--- config.mk ---
export PLATFORM = sky130hd
export DESIGN_NAME = lbdr_dr_router
export DESIGN_NICKNAME = d
export VERILOG_FILES = /design/src/rtl/lbdr_pkg.sv /design/src/rtl/lbdr_route_comp.sv /design/src/rtl/lbdr_dr_router.sv
export SDC_FILE = /design/constraint.sdc
export NUM_CORES = 1
export LEC_CHECK = 0
export CAP_MARGIN = 5
export CELL_PAD_IN_SITES_DETAIL_PLACEMENT = 1
export CELL_PAD_IN_SITES_GLOBAL_PLACEMENT = 1
export CORE_ASPECT_RATIO = 0.9
export CORE_UTILIZATION = 40
export CTS_CLUSTER_SIZE = 14
export DETAILED_ROUTE_END_ITERATION = 8
export HOLD_SLACK_MARGIN = 0.12
export PLACE_DENSITY = 0.8
export SLEW_MARGIN = 20
export SYNTH_ARGS = -nofsm -noshare
export SYNTH_HDL_FRONTEND = slang
export SYNTH_SLANG_ARGS = --single-unit
--- constraint.sdc ---
create_clock -name clk -period 5.14 [get_ports clk]
set_clock_uncertainty 0.05 [all_clocks]
set_input_delay 1.028 -clock clk [delete_from_list [all_inputs] [get_ports clk]]
set_output_delay 1.028 -clock clk [all_outputs]
set_load 0.01 [all_outputs]
--- src/rtl/lbdr_pkg.sv ---
// Shared types and constants for the LBDR deroute routing unit.
package lbdr_pkg;

  typedef enum logic [2:0] {
    HEADER  = 3'b001,
    PAYLOAD = 3'b010,
    TAIL    = 3'b100
  } flit_t;

  // Bit positions inside port_req {L,S,W,E,N} and the 4-bit {S,W,E,N} masks
  localparam int P_N = 0;
  localparam int P_E = 1;
  localparam int P_W = 2;
  localparam int P_S = 3;
  localparam int P_L = 4;

  typedef enum logic [1:0] {
    IDLE = 2'd0,
    BUSY = 2'd1,
    DROP = 2'd2
  } state_t;

  // Lowest set bit wins, which matches the N > E > W > S priority order.
  function automatic logic [3:0] first_set4(input logic [3:0] v);
    first_set4 = v & (~v + 4'd1);
  endfunction

endpackage

--- src/rtl/lbdr_route_comp.sv ---
// Combinational LBDR route computation: coordinate compare, minimal candidates,
// priority selection and optional deroute fallback.
module lbdr_route_comp
  import lbdr_pkg::*;
#(
  parameter int CW      = 2,
  parameter bit DEROUTE = 1'b1
) (
  input  logic [2*CW-1:0] cur_addr,
  input  logic [2*CW-1:0] dst_addr,
  input  logic [7:0]      rxy,
  input  logic [3:0]      cx,
  input  logic [3:0]      dr,
  output logic [4:0]      route_oh,
  output logic            routable
);

  logic [CW-1:0] xc, yc, xd, yd;
  logic          n1, s1, e1, w1, is_local;
  logic [3:0]    cand;
  logic [3:0]    dr_ok;

  assign xc = cur_addr[CW-1:0];
  assign yc = cur_addr[2*CW-1:CW];
  assign xd = dst_addr[CW-1:0];
  assign yd = dst_addr[2*CW-1:CW];

  assign n1 = yd < yc;
  assign s1 = yc < yd;
  assign e1 = xc < xd;
  assign w1 = xd < xc;
  assign is_local = ~n1 & ~e1 & ~w1 & ~s1;

  // rxy bits: 0 Rne, 1 Rnw, 2 Ren, 3 Res, 4 Rwn, 5 Rws, 6 Rse, 7 Rsw
  assign cand[P_N] = ((n1 & ~e1 & ~w1) | (n1 & e1 & rxy[0]) | (n1 & w1 & rxy[1])) & cx[0];
  assign cand[P_E] = ((e1 & ~n1 & ~s1) | (e1 & n1 & rxy[2]) | (e1 & s1 & rxy[3])) & cx[1];
  assign cand[P_W] = ((w1 & ~n1 & ~s1) | (w1 & n1 & rxy[4]) | (w1 & s1 & rxy[5])) & cx[2];
  assign cand[P_S] = ((s1 & ~e1 & ~w1) | (s1 & e1 & rxy[6]) | (s1 & w1 & rxy[7])) & cx[3];

  assign dr_ok = dr & cx;

  always_comb begin
    route_oh = '0;
    routable = 1'b0;
    if (is_local) begin
      route_oh[P_L] = 1'b1;
      routable      = 1'b1;
    end else if (|cand) begin
      route_oh[3:0] = first_set4(cand);
      routable      = 1'b1;
    end else if (DEROUTE && (|dr_ok)) begin
      route_oh[3:0] = first_set4(dr_ok);
      routable      = 1'b1;
    end
  end

endmodule

--- src/rtl/lbdr_dr_router.sv ---
// Per-input-port LBDR router: run-time config registers and packet FSM with
// request/grant handshake to the switch allocator.
//   state | meaning
//   IDLE  | waiting for a header; config writes accepted
//   BUSY  | route latched on port_req, flits popped on grant until TAIL
//   DROP  | unroutable packet, flits popped freely until TAIL
module lbdr_dr_router
  import lbdr_pkg::*;
#(
  parameter int              CW       = 2,
  parameter bit              DEROUTE  = 1'b1,
  parameter logic [7:0]      RST_RXY  = 8'd60,
  parameter logic [3:0]      RST_CX   = 4'd15,
  parameter logic [2*CW-1:0] RST_ADDR = (2*CW)'(5)
) (
  input  logic            clk,
  input  logic            rst,
  input  logic            cfg_we,
  input  logic [7:0]      cfg_rxy,
  input  logic [3:0]      cfg_cx,
  input  logic [3:0]      cfg_dr,
  input  logic [2*CW-1:0] cfg_addr,
  input  logic            flit_valid,
  input  logic [2:0]      flit_id,
  input  logic [2*CW-1:0] dst_addr,
  output logic            flit_pop,
  output logic [4:0]      port_req,
  input  logic            grant,
  output logic            busy,
  output logic            route_err,
  output logic            proto_err
);

  state_t          state_q, state_d;
  logic [4:0]      port_req_q, port_req_d;
  logic            hdr_pend_q, hdr_pend_d;
  logic [7:0]      rxy_q, rxy_d;
  logic [3:0]      cx_q, cx_d;
  logic [3:0]      dr_q, dr_d;
  logic [2*CW-1:0] addr_q, addr_d;
  logic            route_err_q, route_err_d;
  logic            proto_err_q, proto_err_d;

  logic [4:0] route_oh;
  logic       routable;
  logic       is_hdr, is_tail;

  assign is_hdr  = (flit_id == HEADER);
  assign is_tail = (flit_id == TAIL);

  lbdr_route_comp #(
    .CW      (CW),
    .DEROUTE (DEROUTE)
  ) u_route (
    .cur_addr (addr_q),
    .dst_addr (dst_addr),
    .rxy      (rxy_q),
    .cx       (cx_q),
    .dr       (dr_q),
    .route_oh (route_oh),
    .routable (routable)
  );

  always_comb begin
    state_d     = state_q;
    port_req_d  = port_req_q;
    hdr_pend_d  = hdr_pend_q;
    rxy_d       = rxy_q;
    cx_d        = cx_q;
    dr_d        = dr_q;
    addr_d      = addr_q;
    route_err_d = 1'b0;
    proto_err_d = 1'b0;
    flit_pop    = 1'b0;
    case (state_q)
      IDLE: begin
        if (cfg_we) begin
          rxy_d  = cfg_rxy;
          cx_d   = cfg_cx;
          dr_d   = cfg_dr;
          addr_d = cfg_addr;
        end
        if (flit_valid) begin
          if (is_hdr) begin
            // The header stays in the FIFO; it is popped as the first flit of the packet.
            hdr_pend_d = 1'b1;
            if (routable) begin
              port_req_d = route_oh;
              state_d    = BUSY;
            end else begin
              route_err_d = 1'b1;
              state_d     = DROP;
            end
          end else begin
            proto_err_d = 1'b1;
            flit_pop    = 1'b1;
          end
        end
      end
      BUSY: begin
        flit_pop = grant & flit_valid;
        if (flit_pop) begin
          hdr_pend_d = 1'b0;
          if (is_hdr && !hdr_pend_q) proto_err_d = 1'b1;
          if (is_tail) begin
            state_d    = IDLE;
            port_req_d = '0;
          end
        end
      end
      DROP: begin
        flit_pop = flit_valid;
        if (flit_pop) begin
          hdr_pend_d = 1'b0;
          if (is_tail) state_d = IDLE;
        end
      end
      default: begin
        state_d    = IDLE;
        port_req_d = '0;
        hdr_pend_d = 1'b0;
      end
    endcase
  end

  always_ff @(posedge clk or negedge rst) begin
    if (!rst) begin
      state_q     <= IDLE;
      port_req_q  <= '0;
      hdr_pend_q  <= 1'b0;
      rxy_q       <= RST_RXY;
      cx_q        <= RST_CX;
      dr_q        <= 4'b0000;
      addr_q      <= RST_ADDR;
      route_err_q <= 1'b0;
      proto_err_q <= 1'b0;
    end else begin
      state_q     <= state_d;
      port_req_q  <= port_req_d;
      hdr_pend_q  <= hdr_pend_d;
      rxy_q       <= rxy_d;
      cx_q        <= cx_d;
      dr_q        <= dr_d;
      addr_q      <= addr_d;
      route_err_q <= route_err_d;
      proto_err_q <= proto_err_d;
    end
  end

  assign port_req  = port_req_q;
  assign busy      = (state_q != IDLE);
  assign route_err = route_err_q;
  assign proto_err = proto_err_q;

endmodule

== Yosys cells after proc, flatten, opt, wreduce, memory -nomap -nowiden ==
Cells that the tools add are included.

* Add/subtract/negate cells: 2
* $lt $le $gt $ge: 4
* Equal/unequal tests: 10
* Multiplexer cells: 35
* Bitwise gates (word level): 46
* Reduce and logical (&&, ||, !) cells: 9

{| class="wikitable"
|+ Operators with widths
! kind !! number
|-
| 1-bit AND || 28
|-
| 5-bit two-way mux || 5
|-
| 1-bit two-way mux || 16
|-
| 5-bit case mux with 3 select lines || 1
|-
| 4-bit AND || 3
|-
| 2-bit two-way mux || 6
|-
| 4-bit two-way mux || 3
|-
| 2-bit inequality test (second input constant) || 6
|-
| 4-bit by 1-bit adder with 4-bit output (second input constant) || 2
|-
| 2-bit less-than comparator || 4
|-
| 4-bit NOT || 2
|-
| 1-bit OR || 8
|-
| 4-bit OR reduction || 2
|-
| 1-bit case mux with 3 select lines || 2
|-
| 2-bit case mux with 3 select lines || 1
|-
| 6-bit AND reduction || 1
|-
| 1-bit NOT || 5
|-
| 4-bit AND reduction || 1
|-
| 3-bit by 1-bit equality test with 1-bit output (second input constant) || 1
|-
| 3-bit equality test (second input constant) || 1
|-
| 2-bit by 1-bit equality test with 1-bit output (second input constant) || 1
|-
| 2-bit equality test (second input constant) || 1
|-
| 2-bit logical NOT || 1
|-
| 1-bit case mux with 2 select lines || 1
|-
| other kinds (4) || 4
|}

* Bits in registers: 30
* Input bits: 32
* Output and inout bits: 9
* Word-level logic and storage cells: 115

== Longest topological paths before layout ==
Gate-level depths: netlist (run 1).

* Depth after elaboration: 16
* Gate-level depth with buffers: 8
* Depth with buffers taken out: 8

== Modules after synthesis ==
Synthesis (run 1) repeated with hierarchy kept, for this count alone.

* Cell total of the unflattened synthesis: 156
* Area, all modules: 1712.9 µm²

{| class="wikitable"
|+ By module, submodules not included
! module !! instances !! cells an instance !! area an instance (µm²) !! sequential area each (µm²)
|-
| lbdr_dr_router || 1 || 100 || 1346.3 || 763.2
|-
| lbdr_route_comp || 1 || 56 || 366.6 || 0.0
|}

== Worst setup path after synthesis (run 1) ==
No wires, ideal clock.

* Kind: input -> register
* Start point: input dst_addr[1]
* End point: register port_req_q[0], in the netlist port_req[0]
* Library setup time: 0.125 ns
* Data arrival time: 2.859 ns
* Required time: 4.965 ns
* Slack: 2.106 ns
* Stages on the path: 8
* Path through: inv_1 ha_1 nor2b_4 or2_4 a2111oi_4 nor2b_1 a31oi_4 mux2_2

* Cells in the longest elaborated chain, start to end: 16

{| class="wikitable"
|+ Ends and longest elaborated chain
! item !! RTL line !! text
|-
| from (decl) || lbdr_dr_router.sv:25 || <nowiki>input logic [2*CW-1:0] dst_addr,</nowiki>
|-
| 2-bit less-than comparator || lbdr_route_comp.sv:30 || <nowiki>assign e1 = xc < xd;</nowiki>
|-
| 1-bit NOT || lbdr_route_comp.sv:32, lbdr_route_comp.sv:35, lbdr_route_comp.sv:38 ||
|-
| 1-bit AND (2 in series) || lbdr_route_comp.sv:35 || <nowiki>assign cand[P_N] = ((n1 & ~e1 & ~w1) | (n1 & e1 & rxy[0]) | (n1 & w1 & rxy[1])) & cx[0];</nowiki>
|-
| 1-bit OR (2 in series) || lbdr_route_comp.sv:35 ||
|-
| 1-bit AND || lbdr_route_comp.sv:35 ||
|-
| 4-bit NOT || lbdr_pkg.sv:25 || <nowiki>first_set4 = v & (~v + 4'd1);</nowiki>
|-
| 4-bit by 1-bit adder with 4-bit output || lbdr_pkg.sv:25 ||
|-
| 4-bit AND || lbdr_pkg.sv:25 ||
|-
| 4-bit two-way mux || lbdr_route_comp.sv:48 || <nowiki>end else if (|cand) begin</nowiki>
|-
| 4-bit two-way mux || lbdr_route_comp.sv:45 || <nowiki>if (is_local) begin</nowiki>
|-
| 5-bit two-way mux || lbdr_dr_router.sv:87 || <nowiki>if (routable) begin</nowiki>
|-
| 5-bit two-way mux || lbdr_dr_router.sv:84 || <nowiki>if (is_hdr) begin</nowiki>
|-
| 5-bit two-way mux || lbdr_dr_router.sv:83 || <nowiki>if (flit_valid) begin</nowiki>
|-
| 5-bit case mux with 3 select lines || lbdr_dr_router.sv:75 || <nowiki>case (state_q)</nowiki>
|-
| to (signal assigned) || lbdr_dr_router.sv:139 || <nowiki>port_req_q <= port_req_d;</nowiki>
|-
| to (decl) || lbdr_dr_router.sv:35 || <nowiki>logic [4:0] port_req_q, port_req_d;</nowiki>
|}

Parallel ways exist; a longest one is shown, timed or not. The select of a mux whose other input is x is not followed.
A chain may end at the register's enable or synchronous reset.

== Final worst setup path (run 1) ==
* Start point: input flit_id[0]
* End point: output flit_pop

* Cells in the longest elaborated chain, start to end: 4

{| class="wikitable"
|+ Ends and longest elaborated chain
! item !! RTL line !! text
|-
| from (decl) || lbdr_dr_router.sv:24 || <nowiki>input logic [2:0] flit_id,</nowiki>
|-
| 3-bit by 1-bit equality test with 1-bit output || lbdr_dr_router.sv:48 || <nowiki>assign is_hdr = (flit_id == HEADER);</nowiki>
|-
| 1-bit two-way mux || lbdr_dr_router.sv:84 ||
|-
| 1-bit two-way mux || lbdr_dr_router.sv:83 ||
|-
| 1-bit case mux with 3 select lines || lbdr_dr_router.sv:75 ||
|-
| to (decl) || lbdr_dr_router.sv:26 || <nowiki>output logic flit_pop,</nowiki>
|}

No other way between the ends.

==> results of run 1 <==
[stage by stage]
step | instances | utilization (%) | worst slack (ns) | cell area [µm²] | total power (µW)
after floorplan | 147 | - | 2.106 | 1653 | 906.8
after global placement | 230 | 54.79 | 1.301 | 2102 | 1070
after detailed placement | 230 | 54.79 | 1.206 | 2102 | 1119
after CTS | 238 | 57.18 | 1.198 | 2193 | 1328
after global routing | 238 | 57.18 | 1.138 | 2193 | 1411
final | 238 | 57.18 | 1.198 | 2193 | 1317
[cell type report]
| cell class | count | area [µm²] | area share, % |
|---|---|---|---|
| clock buffers | 7 | 86.33 | 3.936 |
| clock inverters | 1 | 5.005 | 0.2282 |
| inverters | 13 | 48.80 | 2.225 |
| multi-input cells | 100 | 824.5 | 37.59 |
| flip-flops and latches | 30 | 763.2 | 34.80 |
| well taps | 46 | 57.56 | 2.624 |
| repair buffers | 41 | 407.9 | 18.60 |
[where the power goes]
group | leakage, µW | total, µW | internal [µW] | switching [µW]
clock network | 0.0000482 | 196 | 108 | 88.1
logic | 0.000519 | 670 | 332 | 338
registers | 0.000356 | 451 | 374 | 76.7
[cells by family (layout without fill, tap and decap cells)]
kind of cell               after synthesis  count (layout)  synth area share, %
AOI/OAI and AO/OA                       26              26                13.63
DFF                                     30              30                46.18
and+or+nand+nor                         41              41                13.32
adders and majority gates                8               8                6.056
muxes                                   25              25                16.88
buffers and inverters                   17              62                3.936
[worst paths after layout]
kind / endpoint / slack, ns / depth (start not counted)
worst min register to register: port_req[0] / 0.46 / 1
max in group asynchronous: cx_q[3] / 3.63 / 2
worst min-delay path: port_req[0] / 0.46 / 1
worst max-delay path: flit_pop / 1.20 / 5
min in group asynchronous: dr_q[1] / 1.09 / 2
worst max register to register: port_req[1] / 2.45 / 8
[state kept, by name, summed over array words and instances (netlist names)]
signal,cells
state_q,2
cx_q,4
proto_err,1
dr_q,4
rxy_q,8
hdr_pend_q,1
port_req,5
route_err,1
addr_q,4
[routing by layer]
metal / up-vias / GRT usage [%] / wire length, µm / part of all wire (%)
li1: 610 / - / - / -
met2: 30 / 36.30 / 2114 / 52
met5: - / 0 / 0 / 0
met1: 638 / 23.26 / 1651 / 41
met4: 0 / 8.750 / 89 / 2.2
met3: 10 / 4.194 / 174 / 4.3
[cells in the final DEF (no fill, tap or decap), types with 2 or more instances in the layout]
master and instances:
clkdlybuf4s50_1 40, mux2_2 23, dfrtp_1 20, inv_1 13, nand2_1 13, dfstp_2 10
ha_1 8, nor2_1 7, clkbuf_8 6, nor3_1 4, a21oi_1 4, o21ai_0 4
o2111ai_1 3, a221oi_1 2, o21ai_2 2, or3_1 2, nand4_1 2, nand3_1 2
a211oi_1 2, mux2i_1 2
==> metrics.txt, run 1 <==
Critical Path Fanout Max=6; most frequent cell after synthesis=mux2_2; max-slew violations=0; Synth Cell Area=between 1500 and 2000 µm²; Initial DRC Count=46; vias in the first global route=about 1400; Hold Crit Start=port_req[0]; WS Path Type=input pin to output pin; top cells by area, synth=dfrtp_1, dfstp_2, mux2_2; worst endpoint required time=just over 4 ns; startpoint type of the worst setup path=input pin; CTS tree=done; post-synthesis register bit count=30; Slew Limit Headroom=a little under half; First-pass DRT Iterations=4; Post-Route WL=slightly above 4000 µm; CTS max path bufs=2; Post CTS Setup Buffer Count=0; maximum VDD drop=0.2456 mV; residual DRC count=0; Final nets=231; initial antenna violation count=0; Seq/Total Area, Yosys=46.18%; outcome=finished clean; WHS=between 0.4 and 0.5 ns; H-tree depth=2; DP HPWL=3062 µm; DR WL/cell=16.93 µm; Yosys top cell area share=between 30% and 40%; Slowest-stage cell, CP=clkdlybuf4s50_1; synth-to-layout area growth=32.70%; gr usage total=about a fifth; EDFF count, synth=0; max-cap violations=0; Reg clk slew, reported paths=about 0.06 ns; Synth Instances=roughly 150; Tcrit/Tclk final=76.70%; worst skew pair latency=around 0.28 ns; Hold Path Class=register to register; CP Buf/Inv Count=2; leakage power=between 0.0009 and 0.001 µW; Vias per Instance=5.412; top cells by instance count after synthesis=mux2_2, dfrtp_1, inv_1, nand2_1, dfstp_2; CTS root buffer=clkbuf_8; Worst setup startpoint=flit_id[0]; final hold viol count=0; Clock Sinks=30; final setup vio count=0; CP Capture Type=output pin; CTS-repair resized insts=0; Critical Path, Cell by Cell=clkdlybuf4s50_1 > or3b_1 > a221oi_1 > nor3_1 > clkdlybuf4s50_1; Core Area=3836 µm²; Fmax=around 0.25 GHz; Synth cell types=40; Critical Path AT=about 2.9 ns; Post-Route Setup TNS=0 ns; worst-margin pin slew=about 0.81 ns; reg-to-reg startpoint=addr_q[0]; Initial Util=between 40 and 50%; dominant cell type by area after synthesis=dfrtp_1; fraction of layout cells with a size suffix above 1=between 20% and 30%; Async S/R FF share, synth=between 90% and 100%; IO Count=41; Die X=approximately 70 µm; most frequent CP cell=clkdlybuf4s50_1; crit-path leading delay family=buffers and inverters; Yosys warning count=0; global route total overflow=0; Worst path max stage delay=about 0.51 ns; post-route ant nets=0; fillers=between 400 and 500; post-synth net total=187; die area=~4400 µm²; CTS Buf Count=5; Pwr Density=600.4 nW/µm²; Hold Buf Count CTS=0; Final Critical Period=between 3 and 4 ns; Die Ht=roughly 63 µm; largest net degree at the start of global routing=31; placer congestion estimate=around 0.79; Core Rows=21; Inserted Diodes=0; Avg Cell Area, Syn=11.24 µm²; RSZ-0062 raised after global routing=no; Synth Flop Type=dfrtp_1; via count=1288; IO Port Bufs=40; global-route wire length before repair=between 6000 and 7000 µm
Power figures use the tool's default switching activity.
==> inputs of run 2 (changes only) <==
--- a/config.mk
+++ b/config.mk
@@ -9,11 +9,11 @@
 export CELL_PAD_IN_SITES_DETAIL_PLACEMENT = 1
 export CELL_PAD_IN_SITES_GLOBAL_PLACEMENT = 1
 export CORE_ASPECT_RATIO = 0.9
-export CORE_UTILIZATION = 40
+export CORE_UTILIZATION = 38
 export CTS_CLUSTER_SIZE = 14
 export DETAILED_ROUTE_END_ITERATION = 8
 export HOLD_SLACK_MARGIN = 0.12
-export PLACE_DENSITY = 0.8
+export PLACE_DENSITY = 0.76
 export SLEW_MARGIN = 20
 export SYNTH_ARGS = -nofsm -noshare
 export SYNTH_HDL_FRONTEND = slang
==> constraint.sdc (replaced) <==
create_clock -name clk -period 4.1 [get_ports clk]
set_clock_uncertainty 0.05 [all_clocks]
set_input_delay 0.82 -clock clk [delete_from_list [all_inputs] [get_ports clk]]
set_output_delay 0.82 -clock clk [all_outputs]
set_load 0.01 [all_outputs]
==> metrics.txt, run 2 (same netlist as run 1, synthesis figures left out) <==
DR WL/cell=16.13 µm (-4.7%); r2r setup slk=1.52 ns (-0.93 ns); synth-to-layout area growth=33.01%; initial antenna violation count=0 (unchanged); global-route wire length before repair=6603 µm (-4.2%); RSZ-0062 raised after global routing=no; CTS root buffer=clkbuf_8; R2R depth=7 (-1); DP HPWL=3031 µm (-1.0%); Inserted Diodes=0 (unchanged); WS Path Type=input pin to output pin; Post-Route WL=3888 µm (-3.5%); CTS max path bufs=2 (unchanged); startpoint type of the worst setup path=input pin; register area=763.2 µm² (unchanged); Die X=71.52 µm (+2.5%); reg-to-reg startpoint=addr_q[1]; multi-input logic area=824.5 µm² (unchanged); Final nets=232 (+0.43%); worst endpoint required time=3.23 ns (-0.83 ns); final std cells w/o fill=241 (+1.3%); end of the worst register-to-register path=port_req[1]; die area=4618 µm² (+5.1%); worst skew pair latency=0.28 ns (about the same); First-pass DRT Iterations=4 (unchanged); pre-CTS WS=0.6179 ns (-0.5880 ns); Core Area=4129 µm² (+7.6%); Worst setup startpoint=flit_id[0]; maximum VDD drop=0.2753 mV (+12%); CTS-repair resized insts=0 (unchanged); final hold viol count=0 (unchanged); largest register by flop count=rxy_q; CP Capture Type=output pin; CTS tree=done; max FFs per register=8 (unchanged); fraction of layout cells with a size suffix above 1=27.46% (+0.90 points); max-slew violations=0 (unchanged); Core Rows=22 (+4.8%); Post-Place Cells=233 (+1.3%); commonest non-fill, non-tap cells in the layout=clkdlybuf4s50_1, mux2_2, dfrtp_1, inv_1, nand2_1; Initial Util=40.03% (-3.1 points); IO Count=41 (unchanged); largest net degree at the start of global routing=26 (-16%); worst-margin pin slew=0.7948 ns (-0.01517 ns); max-cap violations=0 (unchanged); via count=1289 (+0.078%); Post-Route Setup TNS=0 ns (unchanged); outcome=finished clean; Tcrit/Tclk final=84.54%; vias in the first global route=1435 (+0.070%); Hold Path Class=register to register; Pwr Density=744.0 nW/µm² (+24%); Clock Sinks=30 (unchanged); placer congestion estimate=0.8590 (+8.8%); Reg clk slew, reported paths=0.06 ns (about the same); global route total overflow=0 (unchanged); Hold Buf Count CTS=0 (unchanged); residual DRC count=0 (unchanged); Critical Path AT=2.60 ns (-0.26 ns); IO Port Bufs=40 (unchanged); leakage power=0.0009282 µW (+0.52%); Die Ht=64.57 µm (+2.5%); final setup vio count=0 (unchanged); H-tree depth=2 (unchanged); Post CTS Setup Buffer Count=0 (unchanged); Fmax=0.2885 GHz; Slew Limit Headroom=46.88% (+1.0 points); critical path capture point=flit_pop; fillers=450 (+8.4%); post-route ant nets=0 (unchanged); most common cell after layout, fill and taps aside=clkdlybuf4s50_1; Initial DRC Count=31 (-33%); setup ws final=0.6338 ns (-0.5638 ns); Critical Path Fanout Max=6 (unchanged); CTS Buf Count=5 (unchanged); gr usage total=19.11% (-1.2 points); Final Critical Period=3.466 ns; Vias per Instance=5.349 (-1.2%)
run 2: layer usage:
layer / up-vias / share of wire [%] / global-route usage [%]
met4: 0 / 2.3 / 9.069
li1: 617 / - / -
met3: 11 / 5.0 / 4.977
met5: - / 0 / 0
met2: 34 / 53 / 35.71
met1: 627 / 40 / 19.90
run 2: worst max-delay path: stages:
cell and delay [ns]:
clkdlybuf4s50_1 0.47, or3b_1 0.46, a221oi_1 0.29, nor3_1 0.08, clkdlybuf4s50_1 0.48
run 2: worst min-delay path by stage:
stage | from | to | cells past startpoint
finish | rxy_q[7] | rxy_q[7] | 1
detailed placement | rxy_q[7] | rxy_q[7] | 1
global placement | hdr_pend_q | hdr_pend_q | 1
floorplan | hdr_pend_q | hdr_pend_q | 1
global route | port_req[2] | port_req[2] | 1
CTS | rxy_q[7] | rxy_q[7] | 1
run 2: per-stage QoR:
| step | utilization (%) | hold WS [ns] | total power [µW] | cell area, µm² |
|---|---|---|---|---|
| 6_report | 53.24 | 0.4633 | 1636 | 2198 |
| 5_1_grt | 53.24 | 0.4874 | 1759 | 2198 |
| 4_1_cts | 53.36 | 0.4701 | 1657 | 2203 |
| 2_1_floorplan | - | 0.4115 | 1137 | 1653 |
| 3_3_place_gp | 51.15 | 0.4326 | 1345 | 2112 |
| 3_5_place_dp | 51.15 | 0.4547 | 1397 | 2112 |
run 2: layout make-up:
class	instances	share of cell area, %
Inverter	13	2.220
Tap cell	48	2.732
Timing Repair Buffer	42	18.67
Clock inverter	1	0.2277
Multi-Input combinational cell	100	37.51
Clock buffer	7	3.927
Sequential cell	30	34.72
run 2: power by group:
group          leakage (µW)  internal (µW)  switching (µW)
clock network     0.0000482            135             110
registers          0.000356            469             101
logic              0.000524            414             406
total              0.000928           1020             617
==> inputs of run 3 (changes only) <==
--- a/config.mk
+++ b/config.mk
@@ -9,11 +9,11 @@
 export CELL_PAD_IN_SITES_DETAIL_PLACEMENT = 1
 export CELL_PAD_IN_SITES_GLOBAL_PLACEMENT = 1
 export CORE_ASPECT_RATIO = 0.9
-export CORE_UTILIZATION = 38
+export CORE_UTILIZATION = 34
 export CTS_CLUSTER_SIZE = 14
 export DETAILED_ROUTE_END_ITERATION = 8
 export HOLD_SLACK_MARGIN = 0.12
-export PLACE_DENSITY = 0.76
+export PLACE_DENSITY = 0.72
 export SLEW_MARGIN = 20
 export SYNTH_ARGS = -nofsm -noshare
 export SYNTH_HDL_FRONTEND = slang
==> constraint.sdc (replaced) <==
create_clock -name clk -period 3.05 [get_ports clk]
set_clock_uncertainty 0.05 [all_clocks]
set_input_delay 0.61 -clock clk [delete_from_list [all_inputs] [get_ports clk]]
set_output_delay 0.61 -clock clk [all_outputs]
set_load 0.01 [all_outputs]
==> metrics.txt, run 3 (same netlist as run 1, synthesis figures left out) <==
largest register by flop count=rxy_q; Post-Route WL=3870 µm (-0.46%); worst skew pair latency=0.28 ns (about the same); Hold Buf Count CTS=0 (unchanged); Slew Limit Headroom=45.77% (-1.1 points); max-slew violations=0 (unchanged); leakage power=0.0009748 µW (+5.0%); gr busiest metal=met2; Initial DRC Count=47 (+52%); placer congestion estimate=0.8342 (-2.9%); most common cell after layout, fill and taps aside=clkdlybuf4s50_1; Post CTS Setup Buffer Count=0 (unchanged); Final Critical Period=2.925 ns; outcome=finished clean; residual DRC count=0 (unchanged); met1 Track Usage GR=19.74% (-0.16 points); Post-Route Setup TNS=0 ns (unchanged); Initial Util=36.35% (-3.7 points); Inserted Diodes=0 (unchanged); IO Port Bufs=40 (unchanged); GRT met3 Usage=4.860% (-0.12 points); Die Ht=68.15 µm (+5.5%); die area=5145 µm² (+11%); worst endpoint required time=2.39 ns (-0.84 ns); via count=1303 (+1.1%); CTS tree=done; Pwr Density=1003 nW/µm² (+35%); IO Count=41 (unchanged); post-route ant nets=0 (unchanged); WS Path Type=input pin to output pin; vias in the first global route=1378 (-4.0%); CTS max path bufs=2 (unchanged); reg-to-reg startpoint=addr_q[0]; multi-input logic area=830.8 µm² (+0.76%); CTS Buf Count=5 (unchanged); CTS root buffer=clkbuf_8; DP HPWL=3041 µm (+0.31%); gr usage total=16.98% (-2.1 points); Critical Path AT=2.27 ns (-0.33 ns); initial antenna violation count=0 (unchanged); M2 GR Usage=29.69% (-6.0 points); total power=2308 µW (+41%); Clock Sinks=30 (unchanged); commonest non-fill, non-tap cells in the layout=clkdlybuf4s50_1, mux2_2, dfrtp_1, inv_1, nand2_1; synth-to-layout area growth=39.21%; fraction of layout cells with a size suffix above 1=30.54% (+3.1 points); Hold Crit Start=hdr_pend_q; max-cap violations=0 (unchanged); CP Capture Type=output pin; Post-Place Cells=257 (+10%); worst-margin pin slew=0.8115 ns (+0.01669 ns); maximum VDD drop=0.3256 mV (+18%); Vias per Instance=4.917 (-8.1%); Critical Path Fanout Max=2 (-4); final std cells w/o fill=265 (+10%); Hold Path Class=register to register; Fmax=~0.34 GHz; Reg clk slew, reported paths=0.06 ns (about the same); register area=763.2 µm² (unchanged); max FFs per register=8 (unchanged); Core Area=4547 µm² (+10%); largest net degree at the start of global routing=31 (+19%); Final nets=242 (+4.3%); global-route wire length before repair=6348 µm (-3.9%); H-tree depth=2 (unchanged); RSZ-0062 raised after global routing=no; fillers=517 (+15%); Core Rows=23 (+4.5%); DR WL/cell=14.60 µm (-9.5%); global route total overflow=0 (unchanged); Die X=75.50 µm (+5.6%); First-pass DRT Iterations=4 (unchanged); Worst setup startpoint=flit_id[0]; startpoint type of the worst setup path=input pin; CTS-repair resized insts=0 (unchanged); Tcrit/Tclk final=95.92%; final hold viol count=0 (unchanged); final setup vio count=0 (unchanged)
run 3: worst max-delay path, stage by stage:
cell and delay, ns:
clkdlybuf4s50_1 0.47, or3b_1 0.39, a221oi_2 0.23, nor3_1 0.08
clkdlybuf4s50_1 0.49
run 3: path summary, 6_finish.rpt:
path / endpoint / slack [ns] / depth (start not counted)
worst max-delay path: flit_pop / 0.12 / 5
worst min-delay path: hdr_pend_q / 0.44 / 1
worst max register to register: port_req[2] / 0.61 / 9
worst min register to register: hdr_pend_q / 0.44 / 1
max in group asynchronous: rxy_q[5] / 1.96 / 2
min in group asynchronous: rxy_q[6] / 0.67 / 2
run 3: metrics by stage:
step / setup slack, ns / util [%] / hold WS (ns) / area, µm²
2_1_floorplan: 0.4344 / - / 0.2644 / 1653
6_report: 0.1246 / 50.61 / 0.4428 / 2301
5_1_grt: 0.03019 / 50.61 / 0.4738 / 2301
3_5_place_dp: -0.06691 / 48.49 / 0.4338 / 2205
3_3_place_gp: -0.02971 / 48.49 / 0.4281 / 2205
4_1_cts: 0.06881 / 50.47 / 0.4466 / 2295
run 3: report_power, final:
part | total (µW) | switching, µW | leakage (µW) | internal, µW
sequential | 752 | 122 | 0.000356 | 630
combinational | 1230 | 573 | 0.000573 | 658
clock | 324 | 141 | 0.0000455 | 184
total | 2310 | 836 | 0.000975 | 1470
run 3: cell type report:
cell class                 count  area share (%)
tap                           62           3.371
clock buffer                   8           3.915
multi-input combinational    100           36.11
timing repair buffer          52           21.32
inverter                      13           2.121
sequential                    30           33.17
run 3: layer usage:
layer / up-vias / part of all wire [%] / routed length, µm
li1: 632 / - / -
met1: 636 / 46 / 1768
met2: 28 / 48 / 1866
met3: 7 / 4.7 / 182
met4: 0 / 1.4 / 53
met5: - / 0 / 0
